===== src/rtl/pmem_arbiter.sv =====
// pmem_arbiter: shares one cache-line physical-memory port between an
// instruction-cache requester and a data-cache requester. One line
// transaction is latched at a time, forwarded to memory through registered
// strobes, and the memory response is routed back to the requester that
// owns the transaction.
//
// Handshake (identical on every side): a requester raises read or write as a
// level together with a stable address/wdata and holds it until it sees a
// one-cycle resp pulse; the responder asserts resp for exactly one cycle when
// the line transfer is complete, and rdata is valid in that same cycle.
module pmem_arbiter #(
   parameter int ADDR_WIDTH = 32,
   parameter int LINE_WIDTH = 256,
   parameter int D_PRIORITY = 0
) (
   input  logic                  clk,
   input  logic                  rst_n,

   // instruction-cache side
   input  logic                  i_read,
   input  logic                  i_write,
   input  logic [ADDR_WIDTH-1:0] i_address,
   input  logic [LINE_WIDTH-1:0] i_wdata,
   output logic                  i_resp,
   output logic [LINE_WIDTH-1:0] i_rdata,

   // data-cache side
   input  logic                  d_read,
   input  logic                  d_write,
   input  logic [ADDR_WIDTH-1:0] d_address,
   input  logic [LINE_WIDTH-1:0] d_wdata,
   output logic                  d_resp,
   output logic [LINE_WIDTH-1:0] d_rdata,

   // physical-memory side
   input  logic                  pmem_resp,
   input  logic [LINE_WIDTH-1:0] pmem_rdata,
   output logic                  pmem_read,
   output logic                  pmem_write,
   output logic [ADDR_WIDTH-1:0] pmem_address,
   output logic [LINE_WIDTH-1:0] pmem_wdata,

   // current arbiter state for observation (IDLE=0, SERVE_I=1, SERVE_D=2)
   output logic [1:0]            state_dbg
);

   typedef enum logic [1:0] {
      IDLE    = 2'd0,
      SERVE_I = 2'd1,
      SERVE_D = 2'd2
   } state_t;

   state_t state;
   state_t state_next;

   // 1 when the most recent grant went to the data cache
   logic last_grant_d;
   logic last_grant_d_next;

   logic i_req;
   logic d_req;
   logic grant_i;
   logic grant_d;

   logic [ADDR_WIDTH-1:0] grant_address;
   logic [LINE_WIDTH-1:0] grant_wdata;
   logic                  grant_write;

   assign i_req = i_read | i_write;
   assign d_req = d_read | d_write;

   // Read data is broadcast; only the owner's resp qualifies it.
   assign i_rdata = pmem_rdata;
   assign d_rdata = pmem_rdata;

   // The response is combinational from pmem_resp, gated by ownership, so a
   // resp seen while idle never reaches either requester.
   assign i_resp = (state == SERVE_I) & pmem_resp;
   assign d_resp = (state == SERVE_D) & pmem_resp;

   assign state_dbg = state;

   // Arbitration: grants are only made from IDLE; ties go to D under fixed
   // priority, otherwise to whichever requester did not win last time.
   always_comb begin
      grant_i = 1'b0;
      grant_d = 1'b0;
      if (state == IDLE) begin
         if (i_req && d_req) begin
            if ((D_PRIORITY != 0) || !last_grant_d) begin
               grant_d = 1'b1;
            end else begin
               grant_i = 1'b1;
            end
         end else if (d_req) begin
            grant_d = 1'b1;
         end else if (i_req) begin
            grant_i = 1'b1;
         end
      end
   end

   // Select the winning requester's transaction; the address is line-aligned
   // and a simultaneous read+write is issued as a write.
   always_comb begin
      grant_address = i_address;
      grant_wdata   = i_wdata;
      grant_write   = i_write;
      if (grant_d) begin
         grant_address = d_address;
         grant_wdata   = d_wdata;
         grant_write   = d_write;
      end
      grant_address[4:0] = 5'd0;
   end

   // Next-state logic: grant from IDLE, return to IDLE on the memory resp.
   always_comb begin
      state_next        = state;
      last_grant_d_next = last_grant_d;
      case (state)
         IDLE: begin
            if (grant_d) begin
               state_next        = SERVE_D;
               last_grant_d_next = 1'b1;
            end else if (grant_i) begin
               state_next        = SERVE_I;
               last_grant_d_next = 1'b0;
            end
         end
         SERVE_I: begin
            if (pmem_resp) begin
               state_next = IDLE;
            end
         end
         SERVE_D: begin
            if (pmem_resp) begin
               state_next = IDLE;
            end
         end
         default: begin
            state_next = IDLE;
         end
      endcase
   end

   // State register; reset leaves last_grant on D so the first tie goes to I.
   always_ff @(posedge clk or negedge rst_n) begin
      if (!rst_n) begin
         state        <= IDLE;
         last_grant_d <= 1'b1;
      end else begin
         state        <= state_next;
         last_grant_d <= last_grant_d_next;
      end
   end

   // Memory request registers: loaded on a grant, strobes dropped on resp.
   // Address and wdata keep the last transaction's values until the next grant.
   always_ff @(posedge clk or negedge rst_n) begin
      if (!rst_n) begin
         pmem_read    <= 1'b0;
         pmem_write   <= 1'b0;
         pmem_address <= '0;
         pmem_wdata   <= '0;
      end else if (grant_i || grant_d) begin
         pmem_read    <= ~grant_write;
         pmem_write   <= grant_write;
         pmem_address <= grant_address;
         pmem_wdata   <= grant_wdata;
      end else if ((state != IDLE) && pmem_resp) begin
         pmem_read    <= 1'b0;
         pmem_write   <= 1'b0;
      end
   end

endmodule


===== config.mk =====
export PLATFORM = sky130hd
export DESIGN_NAME = pmem_arbiter
export DESIGN_NICKNAME = d
export VERILOG_FILES = /design/src/rtl/pmem_arbiter.sv
export SDC_FILE = /design/constraint.sdc
export NUM_CORES = 1
export LEC_CHECK = 0
export BUFFER_PORTS_ARGS = -buffer_cell sky130_fd_sc_hd__buf_4
export CORE_AREA = 10 10 641 643
export CTS_CLUSTER_SIZE = 10
export DETAILED_ROUTE_END_ITERATION = 16
export DIE_AREA = 0 0 651 653
export PLACE_DENSITY = 0.3
export SETUP_SLACK_MARGIN = 0.05
export SLEW_MARGIN = 25
export SYNTH_ARGS = -nofsm -noshare
export SYNTH_HDL_FRONTEND = slang
export SYNTH_SLANG_ARGS = --single-unit

===== constraint.sdc =====
create_clock -name clk -period 2.65 [get_ports clk]
set_clock_uncertainty 0.2 [all_clocks]
set_input_delay 0 -clock clk [delete_from_list [all_inputs] [get_ports clk]]
set_output_delay 0 -clock clk [all_outputs]
set_load 0.02 [all_outputs]

==> results of run 1 <==
==> worst paths after layout <==
path	endpoint	cells after the start	start
max in group asynchronous	pmem_wdata[232]$_DFFE_PN0P_	5	rst_n
min in group asynchronous	pmem_wdata[129]$_DFFE_PN0P_	4	rst_n
worst max register to register	pmem_wdata[128]$_DFFE_PN0P_	7	state_dbg[0]$_DFFE_PN0P_
worst max-delay path	pmem_wdata[128]$_DFFE_PN0P_	7	state_dbg[0]$_DFFE_PN0P_
worst min-delay path	pmem_wdata[118]$_DFFE_PN0P_	4	d_wdata[118]
worst min register to register	pmem_wdata[123]$_DFFE_PN0P_	2	pmem_wdata[123]$_DFFE_PN0P_
==> per-stage QoR <==
step	area, um^2	power [mW]	std cells	setup slack, ns
finish	43700	39.5	9245	0.159
detailed placement	27800	30.6	7696	0.246
global placement	27800	30.6	7696	0.252
floorplan	18400	18.5	2165	0.652
CTS	43600	40.7	9192	0.0888
global route	43700	42.2	9212	0.0532
==> cells in the mapped netlist, drive strengths merged (2+ instances only) <==
library cell and number:
and2 2, a21boi 2, o31ai 283, nor2 5
dfrtp 287, nand2 283, nand2b 2, o32ai 2
nor3 283, a21oi 286, o21a 3, clkbuf 26
o21ai 2, inv 4, buf 681, ha 3
==> where the power goes <==
part	leakage (nW)	switching, mW	internal [mW]
sequential	3.52	2.06	6.66
clock	0.780	2.83	3.88
combinational	12.8	15.8	8.24
==> cells in the final DEF (no fill, tap or decap), types with 3 or more instances in the layout <==
master         Yosys  routed
dlygate4sd3_1      0    1408
buf_4            555     944
dfrtp_1          287     287
a21oi_1          286     286
nor3_1           283     283
nand2_1          283     283
o31ai_1          273     273
diode_2            0      53
clkbuf_16          0      45
buf_12             0      31
clkbuf_8           0      16
o31ai_2           10      10
clkbuf_1          26       6
conb_1             1       5
clkinv_2           0       5
inv_1              4       4
nor2_1             4       4
inv_6              0       3
bufinv_16          0       3
==> routing by layer <==
layer  vias to the layer above  part of all wire
met1                     12000              0.35
met4                        82             0.037
met2                      1606              0.47
li1                      10600                 -
met5                         -            0.0031
met3                       418              0.15
==> worst max-delay path, delay by kind of cell (launching register included) <==
family                     cells  cell delay, ns
adders and majority gates      1            0.27
AOI/OAI and AO/OA              3            0.55
buffers and inverters          3            0.88
DFF                            1            0.40
==> sequential cells by signal (all words and copies together), names as in the netlist <==
signal        flops
pmem_write        1
pmem_read         1
pmem_address     27
pmem_wdata      256
state_dbg         2
last_grant_d      1
==> cell families (layout without fill, tap and decap cells) <==
kind of cell / count (synthesis) / count (layout) / synth area share
other: 1 / 58 / 0.000204
buffers and inverters: 711 / 2473 / 0.267
AO/OA/AOI/OAI: 581 / 581 / 0.201
AND/OR/NAND/NOR: 577 / 577 / 0.138
flip-flops: 288 / 288 / 0.392
adder cells (fa/ha/maj): 3 / 3 / 0.00204
==> layout make-up <==
| cell class | count | area (um^2) | share of cell area |
|---|---|---|---|
| sequential | 288 | 7210 | 0.165 |
| tap | 5265 | 6590 | 0.151 |
| clock buffer | 67 | 1370 | 0.0313 |
| multi-input combinational | 1166 | 6340 | 0.145 |
| timing repair buffer | 2386 | 21900 | 0.500 |
| clock inverter | 16 | 225 | 0.00515 |
| inverter | 4 | 15.0 | 0.000343 |
| antenna | 53 | 133 | 0.00303 |
==> timing repair <==
| action | in CTS | in global routing |
|---|---|---|
| hold buffers | 1413 | 0 |
| gates resized for setup | 0 | 2 |
| endpoints found under the setup margin | 0 | 10 |
| hold endpoints to repair | 1088 | 0 |
==> out/qor.csv, run 1 <==
metric,value,unit
area_delta_synth_final,138,%
slew-limit-headroom,0.315,
ctsHtreeMaxLevel,2,
crit_type,reg -> reg,
fmax,401,MHz
worstPathMaxFanout,24,
whs,0.0845,ns
fin_crit,2.49,ns
p_leak,17.1,nW
synth_cell_types,28,
synth.avg_cell_area,8.52,um^2
core.rowCount,232,
post_cts_buffers,0,
syn_area,0.0184,mm^2
rsz0062_at_grt,false,
setup_violations,0,
crit_slowest_cell,dlygate4sd3_1,
root_buffer,clkbuf_16,
firstDrtPassIters,8,
yosys.area.top_type_share,0.390,
synth_top_area_cell,dfrtp_1,
clk_pin_slew,0.06,ns
cts_tree,done,
grt_use_met2,0.173,
yosysWarnings,0,
vias_per_cell,2.67,
vias,24700,
grt_pass1_vias,25400,
critPathLaunchType,flip-flop,
synthFlopType,dfrtp_1,
die_h,653,um
grt_overflow,0,
cp-end-kind,flip-flop,
p_per_area,903,mW/mm^2
ant_nets,0,
busiest_layer,met2,
synthArstFlopShare,1.00,
synth-edff-count,0,
dp_hpwl,196000,um
synth.yosys.seq_area_share,0.392,
grt_start_max_net_pins,91,
core-area,0.398,mm^2
drtIter0Drc,2168,
nets,4733,
status,completed,
grtUsageMet3,0.0677,
gp_congestion,0.855,
fin_util,0.110,
setup_tns,0,ns
grt_usage,0.103,
ys_top_cells_by_area,"dfrtp_1 (39%), buf_4 (23%), o31ai_1 (11%)",
drt-total-wl,232000,um
hold_class,in -> reg,
clock_path_buffers,3,
antenna_found_initial,154,
wire_per_inst,25.1,um
grt_use_met1,0.106,
synth_cells,2161,
insertion_delay,0.67,ns
cp_data_arrival_time,2.90,ns
worstPathCellList,inv_1 -> ha_2 -> o21a_4 -> buf_12 -> a21oi_1 -> dlygate4sd3_1 -> o31ai_1,
r2r_slack,0.16,ns
pin_count,1645,
maxCapViolCount,0,
vdd_drop_max,504,uV
route.detailed.drc,0,
fill_cells,45700,
cts_buffers,45,
cts.sinks,288,
worst_pin_slew,1.02,ns
io_buffers,861,
layout-drive-gt1-share,0.273,
die_area,0.425,mm^2
min_period_over_period,0.940,
die_w,651,um
max_stage_delay,0.57,ns
hold_viol,0,
start_util,0.0463,
drv_slew,0,
grt_pass1_wl,289000,um
synth-seq-cells,288,
crit_required,3.06,ns
No activity file was read; power rests on OpenSTA's default activity.
==> run 2: changes to the inputs <==
- BUFFER_PORTS_ARGS: -buffer_cell sky130_fd_sc_hd__buf_4 -> -buffer_cell sky130_fd_sc_hd__clkbuf_2
- HOLD_SLACK_MARGIN: unset -> 0.1
- clock period: 2.65 -> 2.3 ns (I/O delays scaled with it)
==> out/qor.csv, run 2 (synthesized netlist as in run 1, its figures left out) <==
metric,value,unit
pin_count,1645,
start_util,0.0463,
nets,4735,
maxUsedRoutingLayer,met5,
core-area,0.398,mm^2
largest_reg_flops,256,
clk_pin_slew,0.06,ns
setup_tns,0,ns
clock_path_buffers,3,
firstDrtPassIters,7,
crit_slowest_cell,dlygate4sd3_1,
critPathLaunchType,primary input,
hold_class,in -> reg,
worstPathMaxFanout,6,
pwr-share-clk,0.161,
worst_pin_slew,1.04,ns
io_buffers,861,
vias,24800,
ant_nets,0,
vdd_drop_max,793,uV
min_period_over_period,0.952,
hold_viol,0,
slew-limit-headroom,0.308,
layout-drive-gt1-share,0.276,
drv_slew,0,
total_power,43.0,mW
power_switching,23.5,mW
die_w,651,um
crit_family,buffers and inverters,
cp_data_arrival_time,2.59,ns
wl_met1,82800,um
area_delta_synth_final,125,%
gp_congestion,0.897,
maxCapViolCount,0,
p_comb_frac,0.608,
die_area,0.425,mm^2
die_h,653,um
insertion_delay,0.66,ns
cpMostUsedCell,dlygate4sd3_1,
worstPathCellList,dlygate4sd3_1 -> clkbuf_2 -> nor4_4 -> dlygate4sd3_1 -> a21oi_1 -> o32ai_1 -> dlygate4sd3_1,
grt_pass1_wl,287000,um
grt_overflow,0,
crit_required,2.70,ns
fmax,457,MHz
p_leak,16.5,nW
rsz0062_at_grt,true,
drtIter0Drc,2144,
pwr-share-seq,0.231,
root_buffer,clkbuf_16,
dr_wl_met3,31200,um
post_cts_buffers,0,
wire_per_inst,24.7,um
cts.sinks,288,
grt_usage,0.102,
grt_pass1_vias,25600,
cp-end-kind,flip-flop,
cts_tree,done,
crit_type,in -> reg,
setup_violations,0,
routed-wl-met2,106000,um
vias_per_cell,2.68,
swShare,0.548,
fin_crit,2.19,ns
antenna_found_initial,174,
ctsHtreeMaxLevel,2,
grt_start_max_net_pins,73,
layout_commonest_cell,dlygate4sd3_1,
p_int,19.4,mW
dp_hpwl,195000,um
fin_ws,0.110,ns
cp.buffers_inverters,4,
dp_slack,0.00330,ns
cts_buffers,43,
status,completed,
final_cell_mix,"dlygate4sd3_1 (1389), clkbuf_2 (860), dfrtp_1 (287), a21oi_1 (286)",
drt-total-wl,229000,um
core.rowCount,232,
fin_util,0.104,
max_stage_delay,0.62,ns
route.detailed.drc,0,
regMostFlops,pmem_wdata,
p_per_area,1040,mW/mm^2
## run 2: changes by cell type in the layout (fill, tap and decap cells not counted), moves of 2 or more
cell / change
inv_6: -2
buf_12: +5
clkinv_8: +2
buf_4: -845
clkbuf_2: +860
clkbuf_8: -10
clkbuf_1: +7
dlygate4sd3_1: -19
diode_2: +16
clkinv_16: -2
## run 2: per-layer routing
layer	up-vias	track usage
met4	96	0.0314
met5	-	0
met1	12100	0.110
li1	10600	-
met2	1628	0.168
met3	411	0.0600
## run 2: per-stage QoR
stage          instances  hold WS (ns)  cell area, um^2
2_1_floorplan       2165        -0.496            18400
3_3_place_gp        7718        -0.200            25900
3_5_place_dp        7718        -0.200            25900
4_1_cts             9187         0.100            41300
5_1_grt             9212         0.150            41400
6_report            9257         0.177            41500
## run 2: tightest hold or removal path, delay by kind of cell
kind            cells  cell delay, ns
compound gates      1            0.19
buf+inv             2            0.74
simple gates        1            0.08
## run 2: final timing paths
kind,start,endpoint,slack (ns),depth (start not counted)
max in group asynchronous,rst_n,pmem_wdata[74]$_DFFE_PN0P_,1.00,4
setup reg to reg,last_grant_d$_DFFE_PN1P_,pmem_wdata[57]$_DFFE_PN0P_,0.13,5
setup / recovery,i_read,state_dbg[1]$_DFFE_PN0P_,0.11,7
hold / removal,d_wdata[86],pmem_wdata[86]$_DFFE_PN0P_,0.18,4
hold reg to reg,pmem_wdata[136]$_DFFE_PN0P_,pmem_wdata[136]$_DFFE_PN0P_,0.28,2
min in group asynchronous,rst_n,pmem_wdata[128]$_DFFE_PN0P_,0.53,4
## run 2: area by class of cell
cell class | instances | area (um^2)
inverters | 4 | 15.0
well taps | 5265 | 6590
clock buffers | 62 | 1210
diodes | 69 | 173
fillers | 45900 | 356000
flip-flops and latches | 288 | 7210
multi-input cells | 1166 | 6360
clock inverters | 13 | 159
repair buffers | 2390 | 19800
## run 2: power groups by stage
stage          Combinational (mW)  Clock [mW]  Sequential [mW]
2_1_floorplan                9.27           0             12.1
3_3_place_gp                 23.7           0             9.89
3_5_place_dp                 23.6           0             9.93
4_1_cts                      26.9        7.28             9.87
5_1_grt                      28.4        7.42             10.1
6_report                     26.1        6.93             9.91
## run 2: timing repair
item / in CTS / in global routing
resized for setup: 2 / 5
endpoints found under the hold margin: 1088 / 0
cloned: 0 / 1
endpoints found under the setup margin: 4 / 51
hold buffers: 1394 / 0
==> run 3: changes to the inputs <==
- BUFFER_PORTS_ARGS: -buffer_cell sky130_fd_sc_hd__clkbuf_2 -> unset
- CORE_AREA: 10 10 641 643 -> 10 10 639 641
- DIE_AREA: 0 0 651 653 -> 0 0 649 651
- DONT_BUFFER_PORTS: unset -> 1
- REMOVE_ABC_BUFFERS: unset -> 1
==> out/qor.csv, run 3 <==
metric,value,unit
status,stopped before the end,
lastStage,clock tree synthesis,
tool.error,[ERROR RSZ-0060] Max buffer count reached.,
post_cts_buffers,0,
synth_fa_ha_area_frac,0.00204,
synth_most_common_cell,buf_4,
io_buffers,0,
cts.sinks,288,
gp_congestion,0.873,
start_util,0.0466,
synth.yosys.seq_area_share,0.392,
pin_count,1645,
cts_buffers,45,
yosysWarnings,0,
synth_cell_types,28,
synth_cells,2161,
synthFlopType,dfrtp_1,
synth.avg_cell_area,8.52,um^2
yosys.area.top_type_share,0.390,
core.rowCount,231,
synth_compound_area_frac,0.201,
hold_buffers,1395,
synth_top_area_cell,dfrtp_1,
ctsResizeCount,1,
ys_top_cells_by_area,"dfrtp_1 (39%), buf_4 (23%), o31ai_1 (11%)",
root_buffer,clkbuf_16,
clock_path_buffers,3,
synthArstFlopShare,1.00,
die_h,651,um
synth-xor-area-share,0,
synth_top_family_by_area,buffers and inverters,
synth_mux_area_frac,0,
synth_simple_gate_area_share,0.138,
dp_hpwl,301000,um
synth-edff-count,0,
ctsHtreeMaxLevel,2,
die_w,649,um
syn_area,0.0184,mm^2
synth-seq-cells,288,
ys_top_cells_by_count,"buf_4 (555), dfrtp_1 (287), a21oi_1 (286), nand2_1 (283), nor3_1 (283)",
run 3: cell counts after synthesis:
Identical to the previous run, type by type.
run 3: cell families after synthesis:
family / after synthesis
AOI/OAI and AO/OA: 581
other: 1
DFF: 288
adders and majority gates: 3
and+or+nand+nor: 577
buffers and inverters: 711
run 3: through the flow:
step                      setup WS (ns)  instances  utilization  instance area [um^2]  TNS (ns)
after detailed placement         0.0646       6891       0.0556                 22000         0
after global placement           0.0818       6891       0.0556                 22000         0
after floorplan                  -21.85       1458            -                 13500  -6206.98
==> run 4: changes to the inputs <==
- CORE_AREA: 10 10 639 641 -> 10 10 633 635
- CTS_CLUSTER_SIZE: 10 -> unset
- DIE_AREA: 0 0 649 651 -> 0 0 643 645
- HOLD_SLACK_MARGIN: 0.1 -> unset
- PLACE_DENSITY: 0.3 -> unset
- PLACE_DENSITY_LB_ADDON: unset -> 0.15
- SETUP_SLACK_MARGIN: 0.05 -> unset
==> out/qor.csv, run 4 <==
metric,value,unit
status,stopped before the end,
lastStage,clock tree synthesis,
tool.error,[ERROR RSZ-0060] Max buffer count reached.,
yosysWarnings,0,
synth_cell_types,28,
ys_top_cells_by_area,"dfrtp_1 (39%), buf_4 (23%), o31ai_1 (11%)",
synthFlopType,dfrtp_1,
synth-seq-cells,288,
synth_top_area_cell,dfrtp_1,
post_cts_buffers,2,
start_util,0.0475,
ctsHtreeMaxLevel,2,
ys_top_cells_by_count,"buf_4 (555), dfrtp_1 (287), a21oi_1 (286), nand2_1 (283), nor3_1 (283)",
gp_congestion,0.833,
synthArstFlopShare,1.00,
pin_count,1645,
die_h,645,um
synth.avg_cell_area,8.52,um^2
hold_buffers,1376,
die_w,643,um
post_dp_cell_area,0.0216,mm^2
syn_area,0.0184,mm^2
ctsResizeCount,1,
synth_cells,2161,
io_buffers,0,
cts_buffers,47,
cts.sinks,288,
dp_hpwl,301000,um
synth-edff-count,0,
clock_path_buffers,3,
synth_most_common_cell,buf_4,
yosys.area.top_type_share,0.390,
synth.yosys.seq_area_share,0.392,
root_buffer,clkbuf_16,
core.rowCount,229,
run 4: cell counts after synthesis:
No cell type changed its count.
run 4: cell families after synthesis:
| family | Yosys count | synth area share |
|---|---|---|
| buffers and inverters | 711 | 0.267 |
| DFF | 288 | 0.392 |
| and+or+nand+nor | 577 | 0.138 |
| adders and majority gates | 3 | 0.00204 |
| AOI/OAI and AO/OA | 581 | 0.201 |
| other | 1 | 0.000204 |
run 4: per-stage QoR:
| step | worst slack [ns] | hold WS, ns | TNS, ns | std cells |
|---|---|---|---|---|
| after detailed placement | -0.00600 | -0.482 | -0.00600 | 6793 |
| after global placement | -0.0298 | -0.482 | -0.112 | 6793 |
| after floorplan | -21.85 | -0.496 | -6206.98 | 1458 |
